===== config.mk =====
export PLATFORM = sky130hd
export DESIGN_NAME = ps2_key_decoder
export DESIGN_NICKNAME = d
export VERILOG_FILES = /design/src/rtl/ps2_pkg.sv /design/src/rtl/ps2_rx_frame.sv /design/src/rtl/ps2_key_decoder.sv
export SDC_FILE = /design/constraint.sdc
export NUM_CORES = 1
export LEC_CHECK = 0
export ABC_AREA = 1
export ABC_CLOCK_PERIOD_IN_PS = 2460
export CORE_AREA = 2 2 81 76
export DETAILED_ROUTE_END_ITERATION = 7
export DIE_AREA = 0 0 83 78
export GPL_ROUTABILITY_DRIVEN = 1
export PLACE_DENSITY = 0.8
export SLEW_MARGIN = 5
export SYNTH_ARGS = -nofsm -noshare
export SYNTH_HDL_FRONTEND = slang
export SYNTH_HIERARCHICAL = 1
export SYNTH_SLANG_ARGS = --single-unit

===== constraint.sdc =====
create_clock -name clk -period 2.46 [get_ports clk]
set_input_delay 0.369 -clock clk [delete_from_list [all_inputs] [get_ports clk]]
set_output_delay 0.369 -clock clk [all_outputs]
set_load 0.005 [all_outputs]

===== src/rtl/ps2_pkg.sv =====
// Shared types, byte constants and helpers for the PS/2 keyboard receive path.
package ps2_pkg;

    // Frame reception state, advanced once per filtered falling edge of ps2_clk.
    typedef enum logic [1:0] {
        IDLE   = 2'd0,
        DATA   = 2'd1,
        PARITY = 2'd2,
        STOP   = 2'd3
    } frame_state_t;

    // Set-2 prefix bytes.
    localparam logic [7:0] PS2_EXT = 8'hE0;
    localparam logic [7:0] PS2_BRK = 8'hF0;

    // Set-2 key codes used by the game (arrows only count with the E0 prefix).
    localparam logic [7:0] KEY_ENTER  = 8'h5A;
    localparam logic [7:0] KEY_Z      = 8'h1A;
    localparam logic [7:0] KEY_X      = 8'h22;
    localparam logic [7:0] KEY_LSHIFT = 8'h12;
    localparam logic [7:0] KEY_UP     = 8'h75;
    localparam logic [7:0] KEY_DOWN   = 8'h72;
    localparam logic [7:0] KEY_LEFT   = 8'h6B;
    localparam logic [7:0] KEY_RIGHT  = 8'h74;

    // One flag per game-relevant key; used both as held state and as lookup mask.
    typedef struct packed {
        logic enter;
        logic bomb;
        logic shoot;
        logic slow;
        logic up;
        logic down;
        logic left;
        logic right;
    } key_flags_t;

    // PS/2 uses odd parity over the eight data bits plus the parity bit.
    function automatic logic odd_parity_ok(input logic [7:0] data, input logic par);
        return ((^{data, par}) == 1'b1);
    endfunction

    // Map a (code, extended) pair onto its key flag; unknown pairs give an empty mask.
    function automatic key_flags_t key_lookup(input logic [7:0] code, input logic ext);
        key_flags_t m;
        m = key_flags_t'(8'h00);
        if (ext) begin
            case (code)
                KEY_UP:    m.up    = 1'b1;
                KEY_DOWN:  m.down  = 1'b1;
                KEY_LEFT:  m.left  = 1'b1;
                KEY_RIGHT: m.right = 1'b1;
                default:   m = key_flags_t'(8'h00);
            endcase
        end else begin
            case (code)
                KEY_ENTER:  m.enter = 1'b1;
                KEY_X:      m.bomb  = 1'b1;
                KEY_Z:      m.shoot = 1'b1;
                KEY_LSHIFT: m.slow  = 1'b1;
                default:    m = key_flags_t'(8'h00);
            endcase
        end
        return m;
    endfunction

endpackage


===== src/rtl/ps2_rx_frame.sv =====
// PS/2 frame receiver: pin synchronisers, ps2_clk glitch filter, frame FSM and
// inter-edge timeout. Delivers each good byte with a one-cycle valid pulse and
// each bad frame with a one-cycle error pulse.
module ps2_rx_frame
    import ps2_pkg::*;
#(
    parameter int FILTER_LEN     = 8,
    parameter int TIMEOUT_CYCLES = 100000
) (
    input  logic       clk,
    input  logic       reset,
    input  logic       ps2_clk,
    input  logic       ps2_data,
    output logic [7:0] rx_byte,
    output logic       rx_valid,
    output logic       rx_err
);

    localparam int FW = $clog2(FILTER_LEN + 1);
    localparam int TW = $clog2(TIMEOUT_CYCLES + 1);

    logic          clk_meta_r;
    logic          clk_sync_r;
    logic          data_meta_r;
    logic          data_sync_r;

    logic          filt_r;
    logic [FW-1:0] filt_cnt_r;
    logic          filt_nxt_s;
    logic [FW-1:0] filt_cnt_nxt_s;
    logic          fall_s;

    frame_state_t  state_r;
    frame_state_t  state_nxt_s;
    logic [3:0]    bit_cnt_r;
    logic [3:0]    bit_cnt_nxt_s;
    logic [7:0]    shift_r;
    logic [7:0]    shift_nxt_s;
    logic          parity_r;
    logic          parity_nxt_s;
    logic [TW-1:0] tmo_cnt_r;
    logic [TW-1:0] tmo_cnt_nxt_s;
    logic [7:0]    byte_nxt_s;
    logic          valid_nxt_s;
    logic          err_nxt_s;

    // Two-stage synchronisers; both lines idle high on the bus.
    always_ff @(posedge clk) begin
        if (reset) begin
            clk_meta_r  <= 1'b1;
            clk_sync_r  <= 1'b1;
            data_meta_r <= 1'b1;
            data_sync_r <= 1'b1;
        end else begin
            clk_meta_r  <= ps2_clk;
            clk_sync_r  <= clk_meta_r;
            data_meta_r <= ps2_data;
            data_sync_r <= data_meta_r;
        end
    end

    // Filter: flip the clean level only after FILTER_LEN consecutive disagreeing samples.
    always_comb begin
        filt_nxt_s     = filt_r;
        filt_cnt_nxt_s = FW'(0);
        if (clk_sync_r != filt_r) begin
            if (filt_cnt_r == FW'(FILTER_LEN - 1)) begin
                filt_nxt_s     = ~filt_r;
                filt_cnt_nxt_s = FW'(0);
            end else begin
                filt_cnt_nxt_s = filt_cnt_r + FW'(1);
            end
        end else begin
            filt_cnt_nxt_s = FW'(0);
        end
        fall_s = filt_r & ~filt_nxt_s;
    end

    // Filter state register.
    always_ff @(posedge clk) begin
        if (reset) begin
            filt_r     <= 1'b1;
            filt_cnt_r <= FW'(0);
        end else begin
            filt_r     <= filt_nxt_s;
            filt_cnt_r <= filt_cnt_nxt_s;
        end
    end

    // Frame FSM next state: one step per falling edge, timeout while mid-frame.
    always_comb begin
        state_nxt_s   = state_r;
        bit_cnt_nxt_s = bit_cnt_r;
        shift_nxt_s   = shift_r;
        parity_nxt_s  = parity_r;
        tmo_cnt_nxt_s = TW'(0);
        byte_nxt_s    = rx_byte;
        valid_nxt_s   = 1'b0;
        err_nxt_s     = 1'b0;
        if (fall_s) begin
            case (state_r)
                IDLE: begin
                    if (!data_sync_r) begin
                        state_nxt_s   = DATA;
                        bit_cnt_nxt_s = 4'd0;
                    end else begin
                        err_nxt_s = 1'b1;
                    end
                end
                DATA: begin
                    shift_nxt_s   = {data_sync_r, shift_r[7:1]};
                    bit_cnt_nxt_s = bit_cnt_r + 4'd1;
                    if (bit_cnt_r == 4'd7) begin
                        state_nxt_s = PARITY;
                    end else begin
                        state_nxt_s = DATA;
                    end
                end
                PARITY: begin
                    parity_nxt_s = data_sync_r;
                    state_nxt_s  = STOP;
                end
                STOP: begin
                    if (data_sync_r && odd_parity_ok(shift_r, parity_r)) begin
                        byte_nxt_s  = shift_r;
                        valid_nxt_s = 1'b1;
                    end else begin
                        err_nxt_s = 1'b1;
                    end
                    state_nxt_s = IDLE;
                end
                default: begin
                    state_nxt_s = IDLE;
                end
            endcase
        end else if (state_r != IDLE) begin
            if (tmo_cnt_r == TW'(TIMEOUT_CYCLES - 1)) begin
                err_nxt_s     = 1'b1;
                state_nxt_s   = IDLE;
                tmo_cnt_nxt_s = TW'(0);
            end else begin
                tmo_cnt_nxt_s = tmo_cnt_r + TW'(1);
            end
        end else begin
            tmo_cnt_nxt_s = TW'(0);
        end
    end

    // Frame FSM state and registered outputs.
    always_ff @(posedge clk) begin
        if (reset) begin
            state_r   <= IDLE;
            bit_cnt_r <= 4'd0;
            shift_r   <= 8'h00;
            parity_r  <= 1'b0;
            tmo_cnt_r <= TW'(0);
            rx_byte   <= 8'h00;
            rx_valid  <= 1'b0;
            rx_err    <= 1'b0;
        end else begin
            state_r   <= state_nxt_s;
            bit_cnt_r <= bit_cnt_nxt_s;
            shift_r   <= shift_nxt_s;
            parity_r  <= parity_nxt_s;
            tmo_cnt_r <= tmo_cnt_nxt_s;
            rx_byte   <= byte_nxt_s;
            rx_valid  <= valid_nxt_s;
            rx_err    <= err_nxt_s;
        end
    end

endmodule


===== src/rtl/ps2_key_decoder.sv =====
// PS/2 keyboard front end for the game: receives Set-2 bytes, tracks the E0/F0
// prefixes and turns make/break codes into held levels and press pulses.
module ps2_key_decoder
    import ps2_pkg::*;
#(
    parameter int FILTER_LEN     = 8,
    parameter int TIMEOUT_CYCLES = 100000
) (
    input  logic       clk,
    input  logic       reset,
    input  logic       ps2_clk,
    input  logic       ps2_data,
    output logic [7:0] scan_code,
    output logic       scan_valid,
    output logic       frame_err,
    output logic       enter,
    output logic       bomb,
    output logic       shoot,
    output logic       slow,
    output logic       up,
    output logic       down,
    output logic       left,
    output logic       right
);

    logic [7:0] rx_byte_s;
    logic       rx_valid_s;
    logic       rx_err_s;

    logic       ext_r;
    logic       ext_nxt_s;
    logic       brk_r;
    logic       brk_nxt_s;
    key_flags_t held_r;
    key_flags_t held_nxt_s;
    key_flags_t key_mask_s;
    logic       enter_r;
    logic       enter_nxt_s;
    logic       bomb_r;
    logic       bomb_nxt_s;

    ps2_rx_frame #(
        .FILTER_LEN     (FILTER_LEN),
        .TIMEOUT_CYCLES (TIMEOUT_CYCLES)
    ) u_rx (
        .clk      (clk),
        .reset    (reset),
        .ps2_clk  (ps2_clk),
        .ps2_data (ps2_data),
        .rx_byte  (rx_byte_s),
        .rx_valid (rx_valid_s),
        .rx_err   (rx_err_s)
    );

    // Prefix tracking and held-key update for each received byte or frame error.
    always_comb begin
        ext_nxt_s  = ext_r;
        brk_nxt_s  = brk_r;
        held_nxt_s = held_r;
        key_mask_s = key_lookup(rx_byte_s, ext_r);
        if (rx_valid_s) begin
            if (rx_byte_s == PS2_EXT) begin
                ext_nxt_s = 1'b1;
            end else if (rx_byte_s == PS2_BRK) begin
                brk_nxt_s = 1'b1;
            end else begin
                if (brk_r) begin
                    held_nxt_s = key_flags_t'(held_r & ~key_mask_s);
                end else begin
                    held_nxt_s = key_flags_t'(held_r | key_mask_s);
                end
                ext_nxt_s = 1'b0;
                brk_nxt_s = 1'b0;
            end
        end else if (rx_err_s) begin
            ext_nxt_s = 1'b0;
            brk_nxt_s = 1'b0;
        end else begin
            ext_nxt_s = ext_r;
            brk_nxt_s = brk_r;
        end
        // Press pulses fire only on the released->held transition, so typematic
        // repeats of an already-held key are silent.
        enter_nxt_s = held_nxt_s.enter & ~held_r.enter;
        bomb_nxt_s  = held_nxt_s.bomb & ~held_r.bomb;
    end

    // Decoder state and registered key outputs.
    always_ff @(posedge clk) begin
        if (reset) begin
            ext_r   <= 1'b0;
            brk_r   <= 1'b0;
            held_r  <= key_flags_t'(8'h00);
            enter_r <= 1'b0;
            bomb_r  <= 1'b0;
        end else begin
            ext_r   <= ext_nxt_s;
            brk_r   <= brk_nxt_s;
            held_r  <= held_nxt_s;
            enter_r <= enter_nxt_s;
            bomb_r  <= bomb_nxt_s;
        end
    end

    assign scan_code  = rx_byte_s;
    assign scan_valid = rx_valid_s;
    assign frame_err  = rx_err_s;
    assign enter      = enter_r;
    assign bomb       = bomb_r;
    assign shoot      = held_r.shoot;
    assign slow       = held_r.slow;
    assign up         = held_r.up;
    assign down       = held_r.down;
    assign left       = held_r.left;
    assign right      = held_r.right;

endmodule

Word level (Yosys, flattened, before mapping)
Index checks and enable logic that the tools add are counted.
Widths: inputs -> output; s select.
Word-level totals
  flip-flop bits (word level): 63
  input bits: 4
  output and inout bits: 18
  logic and storage cells: 122
Operators by class
  $add $sub $neg: 3
  eq/ne operators: 21
  multiplexer cells: 37
  bitwise logic cells: 16
  reduce and logical (&&, ||, !) cells: 19
Operator list (count)
  $eq 8x7->1 const B: 5
  $mux 8: 5
  $mux 1: 23
  $add 17x1->17 const B: 1
  $eq 17x17->1 const B: 1
  $eq 8x5->1 const B: 2
  $eq 8x8->1 const B: 2
  $reduce_and 3->1: 4
  $mux 2: 5
  $not 1->1: 10
  $reduce_bool 2->1: 5
  $reduce_xor 9->1: 1
  $add 4x1->4 const B: 2
  $and 8x8->8: 1
  $eq 4x3->1 const B: 2
  $eq 8x6->1 const B: 1
  $not 8->8: 1
  $or 8x8->8: 1
  $pmux 2 s4: 1
  $pmux 4 s2: 1
  $reduce_and 2->1: 4
  $ne 3x3->1 const B: 2
  $reduce_or 3->1: 2
  $eq 2x2->1 const B: 2
  9 further kinds: 12

Longest topological paths before layout
Gate-level depths: netlist (run 1).
  depth in word-level cells: 10
  gate-level depth with buffers: 13
  gate-level depth less buffers: 12

Cells and area by module
Netlist (run 1), hierarchy kept.
Modules (own cells, without submodules)
  ps2_rx_frame: instances 1, cells an instance 355, area an instance 2582.5 um2, seq. area each 1021.0 um2
  ps2_key_decoder: instances 1, cells an instance 125, area an instance 755.7 um2, seq. area each 240.2 um2

Worst setup path before layout (run 1)
No wires, ideal clock.
  kind: register to register
  start: register u_rx.state_r[0]
  end: register u_rx.bit_cnt_r[2]
  setup time: 0.125 ns
  data arrival time: 1.307 ns
  data required time: 2.335 ns
  slack: 1.028 ns
  stages on the path, launching flop included: 9
  path buffers: 0
  period minus slack after synthesis: 1.432 ns
  path through: dfxtp_1 inv_1 ha_1 nand2_1 nand2_4 inv_4 o21ai_2 o21ai_0 nor3b_1
Between the ends
  word-level cells in the longest chain between the ends: 3
  elaborated cells between the ends (all ways): 6
  classes of those cells: 2 x eq/ne; 1 x mux; 3 x reduce/logical
Ends and longest elaborated chain
  start: declaration: line ps2_rx_frame.sv:33  | frame_state_t state_r;
  start signal: assignment: line ps2_rx_frame.sv:161  | state_r <= state_nxt_s;
  $logic_not 2->1 or $eq 2x1->1 (tied branches): line ps2_rx_frame.sv:101  | case (state_r)
  $ne 2x2->1 (no line) or $reduce_bool 2->1 (tied branches)
  $reduce_and 3->1 (no line)
  end signal: assignment: line ps2_rx_frame.sv:162  | bit_cnt_r <= bit_cnt_nxt_s;
  end: declaration: line ps2_rx_frame.sv:35  | logic [3:0] bit_cnt_r;
Parallel ways exist; a longest one is shown, timed or not.
A chain may end at the register's enable or synchronous reset.

Worst setup path in the final report (run 1)
  start: register u_rx.rx_valid
  end: output port scan_valid
RTL lines
  start: declaration: line ps2_rx_frame.sv:15  | output logic rx_valid,
  start signal: assignment: line ps2_rx_frame.sv:167  | rx_valid <= valid_nxt_s;
  end: declaration: line ps2_key_decoder.sv:14  | output logic scan_valid,
No word-level cell between the ends.

==> impl_metrics.csv, run 1 <==
group,metric,value,unit
run_status,outcome,"completed",
final_layout,n_antenna_cell,0,
clock_network,cts_buffers,9,
sta,fmax,576,MHz
worst_setup_path,arrival,1.37,ns
global_route,antenna_found_initial,0,
route,drtPass1Iterations,4,
worst_setup_path,r2r-start,"u_rx/tmo_cnt_r[0]",
synthesis,syn-cell-area,0.00334,mm^2
sta,clock_skew,0.00482,ns
floorplan,io_pins,22,
final_layout,finalInstanceArea,0.00384,mm^2
global_route,grt_pass1_wl,11.7,mm
synthesis,avgSynthCellArea,6.95,um^2
floorplan,initial_core_util,0.600,
sta,max-slew-margin-rel,0.663,
clock_network,cts-hold-fix-buffers,0,
route,num_vias,2972,
global_route,grt_overflow,0,
worst_setup_path,start_kind,"flop",
floorplan,core_area,0.00556,mm^2
final_layout,area.growth.synth_to_final,15.1,%
sta,tightestPinTransition,0.505,ns
power_and_ir_drop,p_leak,1.53,nW
worst_setup_path,startpoint,"u_rx/rx_valid",
worst_setup_path,r2r_end,"u_rx/tmo_cnt_r[14]",
route,wl,6.52,mm
synthesis,async_flop_share,0,
synthesis,synth.distinct_cells,32,
worst_hold_path,hold_path_class,"reg2reg",
clock_network,clockBufferDepth,2,
clock_network,path_clk_slew,0.07,ns
synthesis,yosys_warnings,6,
synthesis,syn_inst,480,
sta,post-route-min-period,1.73,ns
worst_setup_path,r2r_cells,8,
placement,place_hpwl,4.76,mm
worst_setup_path,cp-end-kind,"output port",
placement,placed_cell_area,0.00360,mm^2
route,drc,0,
sta,maxSlewViolCount,0,
worst_setup_path,crit_type,"reg2out",
floorplan,die-area,0.00647,mm^2
synthesis,synth.area.top_cells,"dfxtp_1, nand2_1, inv_1",
clock_network,tritoncts,"built",
worst_setup_path,cp-endpoint,"scan_valid",
sta,min_period_over_period,0.705,
synthesis,yosysTopAreaCell,"dfxtp_1",
final_layout,num-nets-final,516,
synthesis,ys_seq_area_frac,0.378,
flow_run,timing.max_cap.violations,0,
synthesis,ys_ff_latch,63,
synthesis,syn_nets,492,
sta,timing.setup.tns,0,ns
synthesis,synth_ff_type,"dfxtp_1",
synthesis,synth-edff-count,0,
clock_network,cts_setup_buffers,0,
final_layout,drive_gt1_frac,0.0982,
global_route,grt_pass1_vias,2769,
worst_setup_path,cp.required,2.09,ns
placement,io_buffers,21,
clock_network,cts_sinks,63,
sta,rsz0062_at_grt,"no",
route,drt-vias-per-instance,5.13,
placement,place.gp.congestion,0.890,
clock_network,h-tree-depth,3,
power_and_ir_drop,ir_drop,0.551,mV
global_route,grt_use_total,0.220,
worst_setup_path,path_max_fanout,15,
clock_network,clkLatencyLatePin,0.34,ns
worst_setup_path,ff2ff_setup_slack,0.75,ns
synthesis,yosys.area.top_type_share,0.378,
route,wire_per_inst,11.3,um
floorplan,placementRows,26,
worst_hold_path,hold_path_depth,1,
clock_network,ctsResizeCount,0,
power_and_ir_drop,power.density,551,mW/mm^2
sta,hold_violations,0,
final_layout,nFillCells,473,
clock_network,root_buffer,"clkbuf_8",
route,ant_nets,0,
global_route,grt_max_degree,22,
floorplan,die_h,78,um
floorplan,die_w,83,um
route,drt_iter0_drc,169,
sta,setup_viol,0,
[per-stage QoR]
step | hold WS [ns] | instances | util | worst slack, ns | power (mW)
finish | 0.411 | 579 | 0.691 | 0.725 | 2.12
global placement | 0.402 | 563 | 0.647 | 0.634 | 1.08
floorplan | 0.389 | 480 | - | 1.03 | 1.07
CTS | 0.414 | 579 | 0.691 | 0.716 | 2.14
global route | 0.425 | 579 | 0.691 | 0.620 | 2.19
detailed placement | 0.398 | 563 | 0.647 | 0.599 | 1.08
[logic make-up after synthesis]
kind of cell	share of synthesized area
buffers and inverters	0.111
and+or+nand+nor	0.357
AOI/OAI and AO/OA	0.0712
xor gates and xnor gates	0.0525
DFF	0.378
adders and majority gates	0.0300
[report_power, final]
| part | switching (mW) | internal (mW) | total [mW] |
|---|---|---|---|
| registers | 0.00388 | 1.02 | 1.03 |
| logic | 0.0177 | 0.0120 | 0.0297 |
| clock network | 0.380 | 0.682 | 1.06 |
| total | 0.401 | 1.72 | 2.12 |
[how the worst min path moves through the flow]
stage	from	to	slack (ns)
after floorplan	u_rx/clk_meta_r	u_rx/clk_sync_r	0.39
final	u_rx/data_meta_r	u_rx/data_sync_r	0.41
after CTS	u_rx/data_meta_r	u_rx/data_sync_r	0.41
after global routing	u_rx/data_meta_r	u_rx/data_sync_r	0.43
after global placement	u_rx/data_meta_r	u_rx/data_sync_r	0.40
after detailed placement	u_rx/data_meta_r	u_rx/data_sync_r	0.40
[layout by cell type (no fill, tap or decap), drive strengths merged]
cell type / Yosys / layout
nand2: 102 / 102
inv: 84 / 84
nor2: 73 / 73
dfxtp: 63 / 63
nand3: 35 / 35
nand4: 23 / 23
clkdlybuf4s50: 0 / 21
o21ai: 21 / 21
a21oi: 19 / 19
clkbuf: 4 / 14
xnor2: 11 / 11
nor3: 11 / 11
xor2: 9 / 9
ha: 8 / 8
or2: 4 / 4
nor4: 3 / 3
bufinv: 0 / 2
buf: 6 / 2
o211ai: 2 / 2
o31ai: 1 / 1
nor3b: 1 / 1
[per-layer routing]
metal  share of wire  routed length, um  track usage
met5               0                  0            0
met4           0.021                135        0.102
met3           0.042                274       0.0649
met2            0.48               3120        0.371
met1            0.46               2990        0.257
[registers in the layout, summed over array words and instances, names as in the netlist, 2 cells and up, named ones only]
register / flops
u_rx/state_r: 2
u_rx/bit_cnt_r: 4
u_rx/shift_r: 8
u_rx/tmo_cnt_r: 17
held_r: 2
u_rx/rx_byte: 8
u_rx/filt_cnt_r: 4
[cell type report]
type / instances / area [um^2] / area share
clock buffers: 14 / 183 / 0.0475
inverters: 84 / 320 / 0.0834
well taps: 70 / 87.6 / 0.0228
repair buffers: 23 / 225 / 0.0586
multi-input cells: 323 / 1710 / 0.444
flip-flops and latches: 63 / 1260 / 0.328
clock inverters: 2 / 60.1 / 0.0156
[synth_stat cells (5+ instances only)]
master	n
inv_1	79
nor2_1	65
nor3_1	9
nand3_2	5
dfxtp_1	63
xor2_1	9
nor2_2	5
nand2_1	96
o21ai_0	16
ha_1	8
buf_2	5
nand4_1	22
nand3_1	30
xnor2_1	11
a21oi_1	19
[critical path, cell delays in order, from the launching register on]
cell and delay [ns]:
dfxtp_1 0.31, buf_4 0.19, clkdlybuf4s50_1 0.52
Power figures use the tool's default switching activity.
==> run 2, diff against run 1 <==
ABC_CLOCK_PERIOD_IN_PS = 1600   (was 2460)
CORE_AREA = 2 2 83 77   (was 2 2 81 76)
DIE_AREA = 0 0 85 79   (was 0 0 83 78)
PLACE_DENSITY = 0.78   (was 0.8)
clock period = 1.6 ns   (was 2.46 ns; I/O delays follow)
==> impl_metrics.csv, run 2 (synthesis results as in run 1) <==
group,metric,value,unit
floorplan,die_w,85,um
floorplan,placementRows,27,
sta,max-slew-margin-rel,0.772,
worst_setup_path,cp.required,1.36,ns
floorplan,io_pins,22,
clock_network,clkLatencyLatePin,0.34,ns
worst_setup_path,ff2ff_setup_slack,0.08,ns
final_layout,mostFrequentLayoutCell,"nand2_1",
clock_network,root_buffer,"clkbuf_8",
route,drt-vias-per-instance,5.22,
final_layout,register_area,0.00128,mm^2
sta,setup_viol,0,
worst_setup_path,crit_type,"reg2out",
worst_setup_path,r2r_cells,9,
placement,post-place-ws,-0.00122,ns
final_layout,layout_common_cells,"nand2_1, inv_1, nor2_1",
clock_network,cts_sinks,63,
final_layout,num-nets-final,533,
route,wl,7.11,mm
placement,io_buffers,21,
route,wire_per_inst,11.9,um
run_status,outcome,"completed",
worst_hold_path,holdPathEnd,"u_rx/clk_sync_r",
clock_network,tritoncts,"built",
floorplan,core_area,0.00591,mm^2
sta,tightestPinTransition,0.342,ns
worst_setup_path,arrival,1.30,ns
global_route,grt_overflow,0,
worst_hold_path,hold_path_depth,1,
final_layout,multi_input_area,0.00184,mm^2
worst_hold_path,hold_path_class,"reg2reg",
worst_setup_path,crit_cells,1,
clock_network,path_clk_slew,0.07,ns
sta,worst_slack,0.0597,ns
global_route,grt_pass1_vias,2821,
sta,min_period_over_period,0.963,
worst_setup_path,path_cells,"clkdlybuf4s50_1",
placement,place.gp.congestion,0.838,
worst_setup_path,r2r_end,"u_rx/rx_byte[5]",
global_route,grt_pass1_wl,11.8,mm
final_layout,area.growth.synth_to_final,21.6,%
sta,fmax,649,MHz
route,num_vias,3117,
clock_network,clockBufferDepth,2,
route,ant_nets,0,
sta,hold_violations,0,
worst_setup_path,cp_num_buf_inv,1,
final_layout,nFillCells,503,
floorplan,initial_core_util,0.565,
final_layout,largestRegisters,"u_rx/tmo_cnt_r (17), u_rx/rx_byte (8), u_rx/shift_r (8)",
final_layout,largest_reg_flops,17,
route,drtPass1Iterations,5,
floorplan,die_h,79,um
worst_setup_path,r2r-start,"u_rx/filt_cnt_r[0]",
flow_run,timing.max_cap.violations,0,
power_and_ir_drop,p_total,2.93,mW
global_route,grt_max_degree,22,
sta,timing.hold.ws,0.412,ns
clock_network,cts_buffers,9,
global_route,grt_use_total,0.215,
sta,post-route-min-period,1.54,ns
route,drc,0,
clock_network,h-tree-depth,3,
final_layout,n_antenna_cell,0,
worst_setup_path,path_max_fanout,5,
worst_setup_path,start_kind,"flop",
sta,maxSlewViolCount,0,
final_layout,largest-register,"u_rx/tmo_cnt_r",
power_and_ir_drop,ir_drop,0.654,mV
final_layout,drive_gt1_frac,0.177,
worst_setup_path,critical_path.max_stage_delay,0.54,ns
worst_hold_path,min_from,"u_rx/clk_meta_r",
floorplan,die-area,0.00672,mm^2
global_route,antenna_found_initial,0,
worst_setup_path,critPathSlowestCell,"clkdlybuf4s50_1",
sta,clock_skew,0.00923,ns
placement,place_hpwl,4.84,mm
power_and_ir_drop,p_leak,1.62,nW
worst_setup_path,cp-end-kind,"output port",
route,drt_iter0_drc,202,
worst_setup_path,critPathTopFamily,"buffers and inverters",
power_and_ir_drop,power.density,722,mW/mm^2
run 2: layer usage:
| metal | track usage | wire [um] | part of all wire |
|---|---|---|---|
| met2 | 0.366 | 3670 | 0.52 |
| met5 | 0 | 0 | 0 |
| met3 | 0.0728 | 321 | 0.045 |
| met4 | 0.0762 | 36 | 0.0051 |
| met1 | 0.253 | 3080 | 0.43 |
run 2: layout make-up:
type / count / area share
inverters: 84 / 0.0789
flip-flops and latches: 63 / 0.315
well taps: 72 / 0.0222
clock buffers: 11 / 0.0324
clock inverters: 4 / 0.0117
multi-input cells: 324 / 0.454
repair buffers: 39 / 0.0860
run 2: power breakdown:
part | total, mW | leakage [nW] | switching, mW | internal (mW)
logic | 0.0576 | 1.01 | 0.0341 | 0.0235
registers | 1.57 | 0.515 | 0.00288 | 1.57
clock network | 1.30 | 0.0892 | 0.593 | 0.706
total | 2.93 | 1.62 | 0.630 | 2.30
run 2: stage by stage:
| step | TNS (ns) | util | instances | area [um^2] |
|---|---|---|---|---|
| 4_1_cts | 0 | 0.659 | 595 | 3900 |
| 3_5_place_dp | -0.00171 | 0.627 | 579 | 3710 |
| 6_report | 0 | 0.687 | 597 | 4060 |
| 3_3_place_gp | 0 | 0.627 | 579 | 3710 |
| 5_1_grt | -0.0325 | 0.687 | 597 | 4060 |
| 2_1_floorplan | 0 | - | 480 | 3340 |
run 2: timing repair:
item | CTS | global route
pin swaps | 0 | 4
endpoints found under the setup margin | 14 | 35
buffers inserted | 1 | 1
resized for setup | 2 | 38
hold buffers | 0 | 0
cloned | 0 | 1
run 2: worst max-delay path by stage:
stage	startpoint	end
global route	u_rx/state_r[1]	u_rx/bit_cnt_r[2]
finish	u_rx/rx_byte[6]	scan_code[6]
detailed placement	u_rx/filt_cnt_r[0]	u_rx/rx_byte[6]
floorplan	u_rx/state_r[0]	u_rx/bit_cnt_r[2]
CTS	u_rx/filt_cnt_r[0]	u_rx/bit_cnt_r[2]
global placement	u_rx/state_r[0]	u_rx/bit_cnt_r[2]
